File: src/rtl/sram_sdp_be_pkg.sv
// Shared types and helpers for the simple dual-port byte-enable SRAM.
// Holds the clear-sequencer state type, the read-latency ceiling and the
// per-byte parity helper used when SRAM_PARITY_EN is defined.
package sram_sdp_be_pkg;

    localparam int RD_LAT_MAX     = 2;
    localparam int MAX_DATA_WIDTH = 1024;
    localparam int MAX_NB         = MAX_DATA_WIDTH / 8;

    typedef enum logic {SRAM_INIT, SRAM_READY} sram_state_e;

    // Even parity per byte lane: bit b makes lane b plus its parity bit hold
    // an even number of ones. Callers zero-extend narrower words into d and
    // keep only their own low lanes of the result.
    function automatic logic [MAX_NB-1:0] byte_parity(input logic [MAX_DATA_WIDTH-1:0] d);
        logic [MAX_NB-1:0] p;
        p = '0;
        for (int b = 0; b < MAX_NB; b++) begin
            p[b] = ^d[8*b +: 8];
        end
        return p;
    endfunction

endpackage

File: src/rtl/sram_sdp_be_clr.sv
// Clear sequencer for sram_sdp_be: after reset it walks every word address
// once, asking the top level to write zero there, then settles in READY
// until the next reset. busy is high for the whole sweep.
module sram_clr_seq
    import sram_sdp_be_pkg::*;
#(
    parameter int DEPTH      = 16,
    parameter int ADDR_WIDTH = 4
) (
    input  logic                  clk,
    input  logic                  rst,
    output logic                  busy,
    output logic                  clr_we,
    output logic [ADDR_WIDTH-1:0] clr_addr
);

    localparam logic [ADDR_WIDTH-1:0] LAST_ADDR = ADDR_WIDTH'(DEPTH - 1);

    sram_state_e           state;
    sram_state_e           state_next;
    logic [ADDR_WIDTH-1:0] addr_next;

    // State and sweep-address register; reset restarts the sweep at word 0.
    always_ff @(posedge clk) begin
        if (rst) begin
            state    <= SRAM_INIT;
            clr_addr <= '0;
        end else begin
            state    <= state_next;
            clr_addr <= addr_next;
        end
    end

    // Sweep one word per cycle, leaving INIT once the last word is cleared.
    always_comb begin
        state_next = state;
        addr_next  = clr_addr;
        busy       = 1'b0;
        clr_we     = 1'b0;
        case (state)
            SRAM_INIT: begin
                busy   = 1'b1;
                clr_we = 1'b1;
                if (clr_addr == LAST_ADDR) begin
                    state_next = SRAM_READY;
                    addr_next  = '0;
                end else begin
                    addr_next = clr_addr + ADDR_WIDTH'(1);
                end
            end
            SRAM_READY: begin
                busy = 1'b0;
            end
            default: begin
                state_next = SRAM_INIT;
                addr_next  = '0;
                busy       = 1'b1;
            end
        endcase
    end

endmodule

File: src/rtl/sram_sdp_be.sv
// Simple dual-port SRAM with per-byte write enables, a zeroing sweep after
// reset and a read latency of 1 or 2 cycles.
// Optional feature: define SRAM_PARITY_EN to store one even-parity bit per
// byte lane and flag mismatches on perr_o; otherwise perr_o is tied low.
module sram_sdp_be
    import sram_sdp_be_pkg::*;
#(
    parameter int DATA_WIDTH = 32,
    parameter int DEPTH      = 16,
    parameter int ADDR_WIDTH = (DEPTH > 1) ? $clog2(DEPTH) : 1,
    parameter int NB         = DATA_WIDTH / 8,
    parameter int RD_LAT     = 1,
    parameter bit RDW_NEW    = 1'b0
) (
    input  logic                  clk,
    input  logic                  rst_i,
    input  logic                  we_i,
    input  logic [ADDR_WIDTH-1:0] waddr_i,
    input  logic [DATA_WIDTH-1:0] wdata_i,
    input  logic [NB-1:0]         be_i,
    input  logic                  re_i,
    input  logic [ADDR_WIDTH-1:0] raddr_i,
    output logic [DATA_WIDTH-1:0] rdata_o,
    output logic                  rvalid_o,
    output logic                  busy_o,
    output logic                  perr_o
);

    localparam logic [ADDR_WIDTH:0] DEPTH_EXT = (ADDR_WIDTH + 1)'(DEPTH);

    logic                  busy;
    logic                  clr_we;
    logic [ADDR_WIDTH-1:0] clr_addr;

    logic                  waddr_ok;
    logic                  raddr_ok;
    logic                  wr_en;
    logic                  rd_en;
    logic                  same_addr;
    logic [DATA_WIDTH-1:0] be_mask;

    logic [DATA_WIDTH-1:0] mem_data [DEPTH];

    logic [DATA_WIDTH-1:0] rd_word;
    logic                  rd_perr;

    logic                  rd_vld_q;
    logic [DATA_WIDTH-1:0] rd_data_q;
    logic                  rd_perr_q;

    sram_clr_seq #(
        .DEPTH      (DEPTH),
        .ADDR_WIDTH (ADDR_WIDTH)
    ) u_clr_seq (
        .clk      (clk),
        .rst      (rst_i),
        .busy     (busy),
        .clr_we   (clr_we),
        .clr_addr (clr_addr)
    );

    assign busy_o = busy;

    // User accesses only count once the sweep is done and reset is released;
    // out-of-range writes are discarded here, out-of-range reads return zero.
    always_comb begin
        waddr_ok  = {1'b0, waddr_i} < DEPTH_EXT;
        raddr_ok  = {1'b0, raddr_i} < DEPTH_EXT;
        wr_en     = we_i & ~busy & ~rst_i & waddr_ok;
        rd_en     = re_i & ~busy & ~rst_i;
        same_addr = (waddr_i == raddr_i);
        be_mask   = '0;
        for (int b = 0; b < NB; b++) begin
            be_mask[8*b +: 8] = {8{be_i[b]}};
        end
    end

    // Data array write: the clear sweep owns the port while it runs,
    // otherwise only the enabled byte lanes of the addressed word change.
    always_ff @(posedge clk) begin
        if (clr_we) begin
            mem_data[clr_addr] <= '0;
        end else if (wr_en) begin
            mem_data[waddr_i] <= (mem_data[waddr_i] & ~be_mask) | (wdata_i & be_mask);
        end
    end

    // Read word as seen at the request edge, optionally bypassing the
    // enabled lanes of a same-cycle write to the same address.
    always_comb begin
        rd_word = '0;
        if (raddr_ok) begin
            rd_word = mem_data[raddr_i];
        end
        if (RDW_NEW && wr_en && same_addr) begin
            rd_word = (rd_word & ~be_mask) | (wdata_i & be_mask);
        end
    end

`ifdef SRAM_PARITY_EN
    logic [NB-1:0]             mem_par [DEPTH];
    logic [MAX_DATA_WIDTH-1:0] wdata_ext;
    logic [MAX_DATA_WIDTH-1:0] rword_ext;
    logic [MAX_NB-1:0]         wpar_full;
    logic [MAX_NB-1:0]         rpar_full;
    logic [NB-1:0]             wpar;
    logic [NB-1:0]             rd_par_stored;
    logic                      unused_par;

    // Parity of the incoming write data and of the word being read out.
    always_comb begin
        wdata_ext                   = '0;
        wdata_ext[DATA_WIDTH-1:0]   = wdata_i;
        rword_ext                   = '0;
        rword_ext[DATA_WIDTH-1:0]   = rd_word;
        wpar_full                   = byte_parity(wdata_ext);
        rpar_full                   = byte_parity(rword_ext);
        wpar                        = wpar_full[NB-1:0];
    end

    assign unused_par = ^{wpar_full[MAX_NB-1:NB], rpar_full[MAX_NB-1:NB]};

    // Parity array write tracks the data array lane for lane.
    always_ff @(posedge clk) begin
        if (clr_we) begin
            mem_par[clr_addr] <= '0;
        end else if (wr_en) begin
            mem_par[waddr_i] <= (mem_par[waddr_i] & ~be_i) | (wpar & be_i);
        end
    end

    // Stored parity for the read, with bypassed lanes taking the fresh parity;
    // out-of-range reads never report an error.
    always_comb begin
        rd_par_stored = '0;
        if (raddr_ok) begin
            rd_par_stored = mem_par[raddr_i];
        end
        if (RDW_NEW && wr_en && same_addr) begin
            rd_par_stored = (rd_par_stored & ~be_i) | (wpar & be_i);
        end
        rd_perr = raddr_ok & (|(rpar_full[NB-1:0] ^ rd_par_stored));
    end
`else
    assign rd_perr = 1'b0;
`endif

    // First read stage: capture the word at the request edge; data holds
    // between reads, valid and parity error pulse with the result.
    always_ff @(posedge clk) begin
        if (rst_i) begin
            rd_vld_q  <= 1'b0;
            rd_data_q <= '0;
            rd_perr_q <= 1'b0;
        end else begin
            rd_vld_q  <= rd_en;
            rd_perr_q <= rd_en & rd_perr;
            if (rd_en) begin
                rd_data_q <= rd_word;
            end
        end
    end

    generate
        if (RD_LAT >= RD_LAT_MAX) begin : g_out_reg
            logic                  out_vld_q;
            logic [DATA_WIDTH-1:0] out_data_q;
            logic                  out_perr_q;

            // Optional output register adding the second cycle of latency.
            always_ff @(posedge clk) begin
                if (rst_i) begin
                    out_vld_q  <= 1'b0;
                    out_data_q <= '0;
                    out_perr_q <= 1'b0;
                end else begin
                    out_vld_q  <= rd_vld_q;
                    out_perr_q <= rd_perr_q;
                    if (rd_vld_q) begin
                        out_data_q <= rd_data_q;
                    end
                end
            end

            assign rvalid_o = out_vld_q;
            assign rdata_o  = out_data_q;
            assign perr_o   = out_perr_q;
        end else begin : g_no_out_reg
            assign rvalid_o = rd_vld_q;
            assign rdata_o  = rd_data_q;
            assign perr_o   = rd_perr_q;
        end
    endgenerate

endmodule

File: config.mk
export PLATFORM = sky130hd
export DESIGN_NAME = sram_sdp_be
export DESIGN_NICKNAME = d
export VERILOG_FILES = /design/src/rtl/sram_sdp_be_pkg.sv /design/src/rtl/sram_sdp_be_clr.sv /design/src/rtl/sram_sdp_be.sv
export SDC_FILE = /design/constraint.sdc
export NUM_CORES = 1
export LEC_CHECK = 0
export CELL_PAD_IN_SITES_DETAIL_PLACEMENT = 2
export CELL_PAD_IN_SITES_GLOBAL_PLACEMENT = 2
export CORE_UTILIZATION = 52
export CTS_BUF_LIST = sky130_fd_sc_hd__clkbuf_16
export CTS_CLUSTER_DIAMETER = 80
export DETAILED_ROUTE_END_ITERATION = 7
export PLACE_DENSITY_LB_ADDON = 0.12
export SETUP_SLACK_MARGIN = 0.15
export SYNTH_ARGS = -nofsm -noshare
export SYNTH_HDL_FRONTEND = slang
export SYNTH_HIERARCHICAL = 1
export SYNTH_SLANG_ARGS = --single-unit
File: constraint.sdc
create_clock -name clk -period 7.9 [get_ports clk]
set_clock_uncertainty 0.2 [all_clocks]
set_input_delay 1.58 -clock clk [delete_from_list [all_inputs] [get_ports clk]]
set_output_delay 1.58 -clock clk [all_outputs]
set_load 0.05 [all_outputs]
==> flow_metrics.py <==
metrics = {
    "sta": {
        "finalSetupViolCount": 0,
        "min_period_ns": 5.16,
        "rsz0062_at_grt": "no",
        "drv_slew": 0,
        "hold_slack_ns": 0.297,
        "period_share_pct": 65.3,
        "worst_pin_slew_ns": 1.15,
        "finalSetupTns_ns": 0,
        "hold_violations": 0,
        "clock.fmax_mhz": 194,
        "maxSlewHeadroom_pct": 22.8,
    },
    "worst_setup_path": {
        "path_max_fanout": 44,
        "crit_required_ns": 8.01,
        "cp_slowest_cell": "nor2_4",
        "path_cells": "clkdlybuf4s50_1, nor4b_4, buf_4, a31oi_1, nor2_4, buf_4",
        "cp_slowest_stage_delay_ns": 1.01,
        "cp-start-kind": "primary input",
        "path_class": "in2reg",
        "cp_common_cell": "buf_4",
        "crit_arrival_ns": 5.27,
        "critPathCaptureType": "flop",
    },
    "place": {
        "hpwl_mm": 46.8,
        "place_area_um2": 26400,
        "gp_congestion": 0.757,
        "io_buffers": 81,
    },
    "drt": {
        "post_drt_wl_per_cell_um": 40.6,
        "first_iter_violations": 1601,
        "ant_nets": 0,
        "drt_wl_total_mm": 79.7,
        "drc": 4,
        "drt-pass1-iter-count": 7,
        "vias": 14582,
        "vias_per_cell": 7.44,
    },
    "global_route": {
        "grt_max_degree": 66,
        "grt_overflow": 0,
        "antenna_found_initial": 0,
        "grt_pass1_vias": 15610,
        "track_usage_pct": 33.8,
        "grt_pass1_wl_mm": 114,
    },
    "die": {
        "io_pins": 83,
        "initial_utilization_pct": 53.1,
        "die_w_um": 221,
        "die-area_um2": 48700,
        "core-area_um2": 46900,
        "fp.dieH_um": 221,
        "row_count": 79,
    },
    "clock_tree": {
        "cts_sinks": 550,
        "cts_tree": "yes",
        "clkLatencyLatePin_ns": 0.61,
        "cts-root-buf": "clkbuf_16",
        "cts_hold_buf": 0,
        "cts_resized": 0,
        "cts_buffers": 57,
        "cts.clk_slew.worst_paths_ns": 0.06,
        "cts_setup_buffers": 0,
        "ctsLongestPathBuffers": 3,
        "htreeDepth": 2,
    },
    "run_status": {
        "run_status": "complete, but fails checks",
        "failed_checks": "design-rule violations",
    },
    "synthesis": {
        "ys.warnings.count": 6,
        "synth_seq_cells": 550,
        "ys_types": 41,
        "syn_nets": 1284,
        "ys_seq_area_share_pct": 64.8,
        "ys.flop_type": "edfxtp_1",
        "synth_edf_count": 512,
        "ys_async_sr_fraction_pct": 0,
        "avgSynthCellArea_um2": 20.2,
        "syn_inst": 1235,
        "syn-cell-area_um2": 24900,
    },
    "finish": {
        "fin_util_pct": 60.2,
        "nets": 1357,
        "syn2layout_area_growth_pct": 13.4,
        "stdcell_area_um2": 28200,
        "layout-drive-gt1-share_pct": 33.5,
        "diodes": 0,
    },
    "power_and_ir_drop": {
        "power.density_nw_per_um2": 226,
        "leakagePower_nw": 9.68,
        "peakVddDrop_mv": 0.207,
        "p_total_mw": 6.39,
    },
    "run": {
        "drv_cap": 0,
    },
    "min_path": {
        "hold_path.class": "reg2reg",
    },
}
[cell families after synthesis]
group | count (synthesis) | share of synthesized area (%)
mux | 353 | 27.2
fa+ha+maj | 1 | 0.0503
xor+xnor | 1 | 0.0352
simple gates | 82 | 1.73
compound gates | 142 | 4.23
other cells | 1 | 0.0151
flops | 550 | 64.8
buf+inv | 105 | 1.89
[sequential cells by signal, summed over array words and instances, names as in the netlist]
signal and cells:
mem_data 512, rdata_o 32, rvalid_o 1, u_clr_seq/clr_addr 4
u_clr_seq/state 1
[synth_stat cells, drive strengths merged, types with 2 or more instances]
cell	n	area (um^2)
nor4b	2	32.5
nor3b	3	22.5
nand3b	5	52.6
nand2	34	128
edfxtp	512	15400
dfxtp	38	761
and2	2	12.5
o22ai	33	206
nor3	3	15.0
a22oi	64	480
nand3	2	10.0
buf	48	256
clkbuf	51	193
inv	6	22.5
mux2	32	360
nor2b	2	12.5
a31oi	5	31.3
a31o	32	280
mux2i	65	651
mux4	256	5770
a21oi	4	20.0
or3	4	25.0
nor2	21	78.8
[cells in the final DEF, fill, tap and decap left out, drive strengths merged, types with 3 or more instances in the layout]
master	Yosys	routed
a31o	32	32
inv	6	20
a31oi	5	5
edfxtp	512	512
buf	48	36
clkdlybuf4s50	0	75
clkinv	0	24
mux2	32	32
bufinv	0	7
o22ai	33	33
clkbuf	51	59
a22oi	64	64
clkinvlp	0	3
nor3b	3	3
a21oi	4	4
or3	4	4
dfxtp	38	38
mux4	256	256
nand2	34	34
nand3b	5	5
nor3	3	3
nor2	21	21
mux2i	65	65
[layout make-up]
type                    instances  area [um^2]
well taps                     607          759
clock buffers                  57         1430
repair buffers                113         1060
inverters                       6         22.5
multi-input cells             580         8430
clock inverters                48          389
flip-flops and latches        550        16100
fillers                      3728        18600
[per-layer routing]
layer / track usage [%] / vias up / routed length, um
met5: 0 / - / 0
met4: 11.4 / 0 / 2740
met3: 4.67 / 181 / 6630
met2: 55.8 / 930 / 40100
met1: 46.7 / 7947 / 30200
li1: - / 5524 / -
[critical path, delay by kind of cell]
family,cells,cell delay (ns)
and+or+nand+nor,2,1.37
AOI/OAI and AO/OA,1,0.52
buffers and inverters,3,1.75
[worst paths after layout]
path	slack [ns]	cells after the start	end	startpoint
setup / recovery	2.74	6	mem_data[6][17]	rst_i
hold / removal	0.30	2	rdata_o[29]	rdata_o[29]
setup reg to reg	3.57	6	mem_data[6][17]	u_clr_seq/state
hold reg to reg	0.30	2	rdata_o[29]	rdata_o[29]
[power by group]
part	total, mW	switching, mW	internal, mW
registers	3.24	0.0363	3.21
clock network	2.69	1.16	1.53
logic	0.448	0.245	0.203
[through the flow]
stage / std cells / setup slack (ns)
finish: 1961 / 2.74
global route: 1961 / 2.67
CTS: 1961 / 2.84
detailed placement: 1856 / 2.21
global placement: 1856 / 2.35
floorplan: 1235 / 3.22
Note: power is estimated with default switching activity, not from simulation.
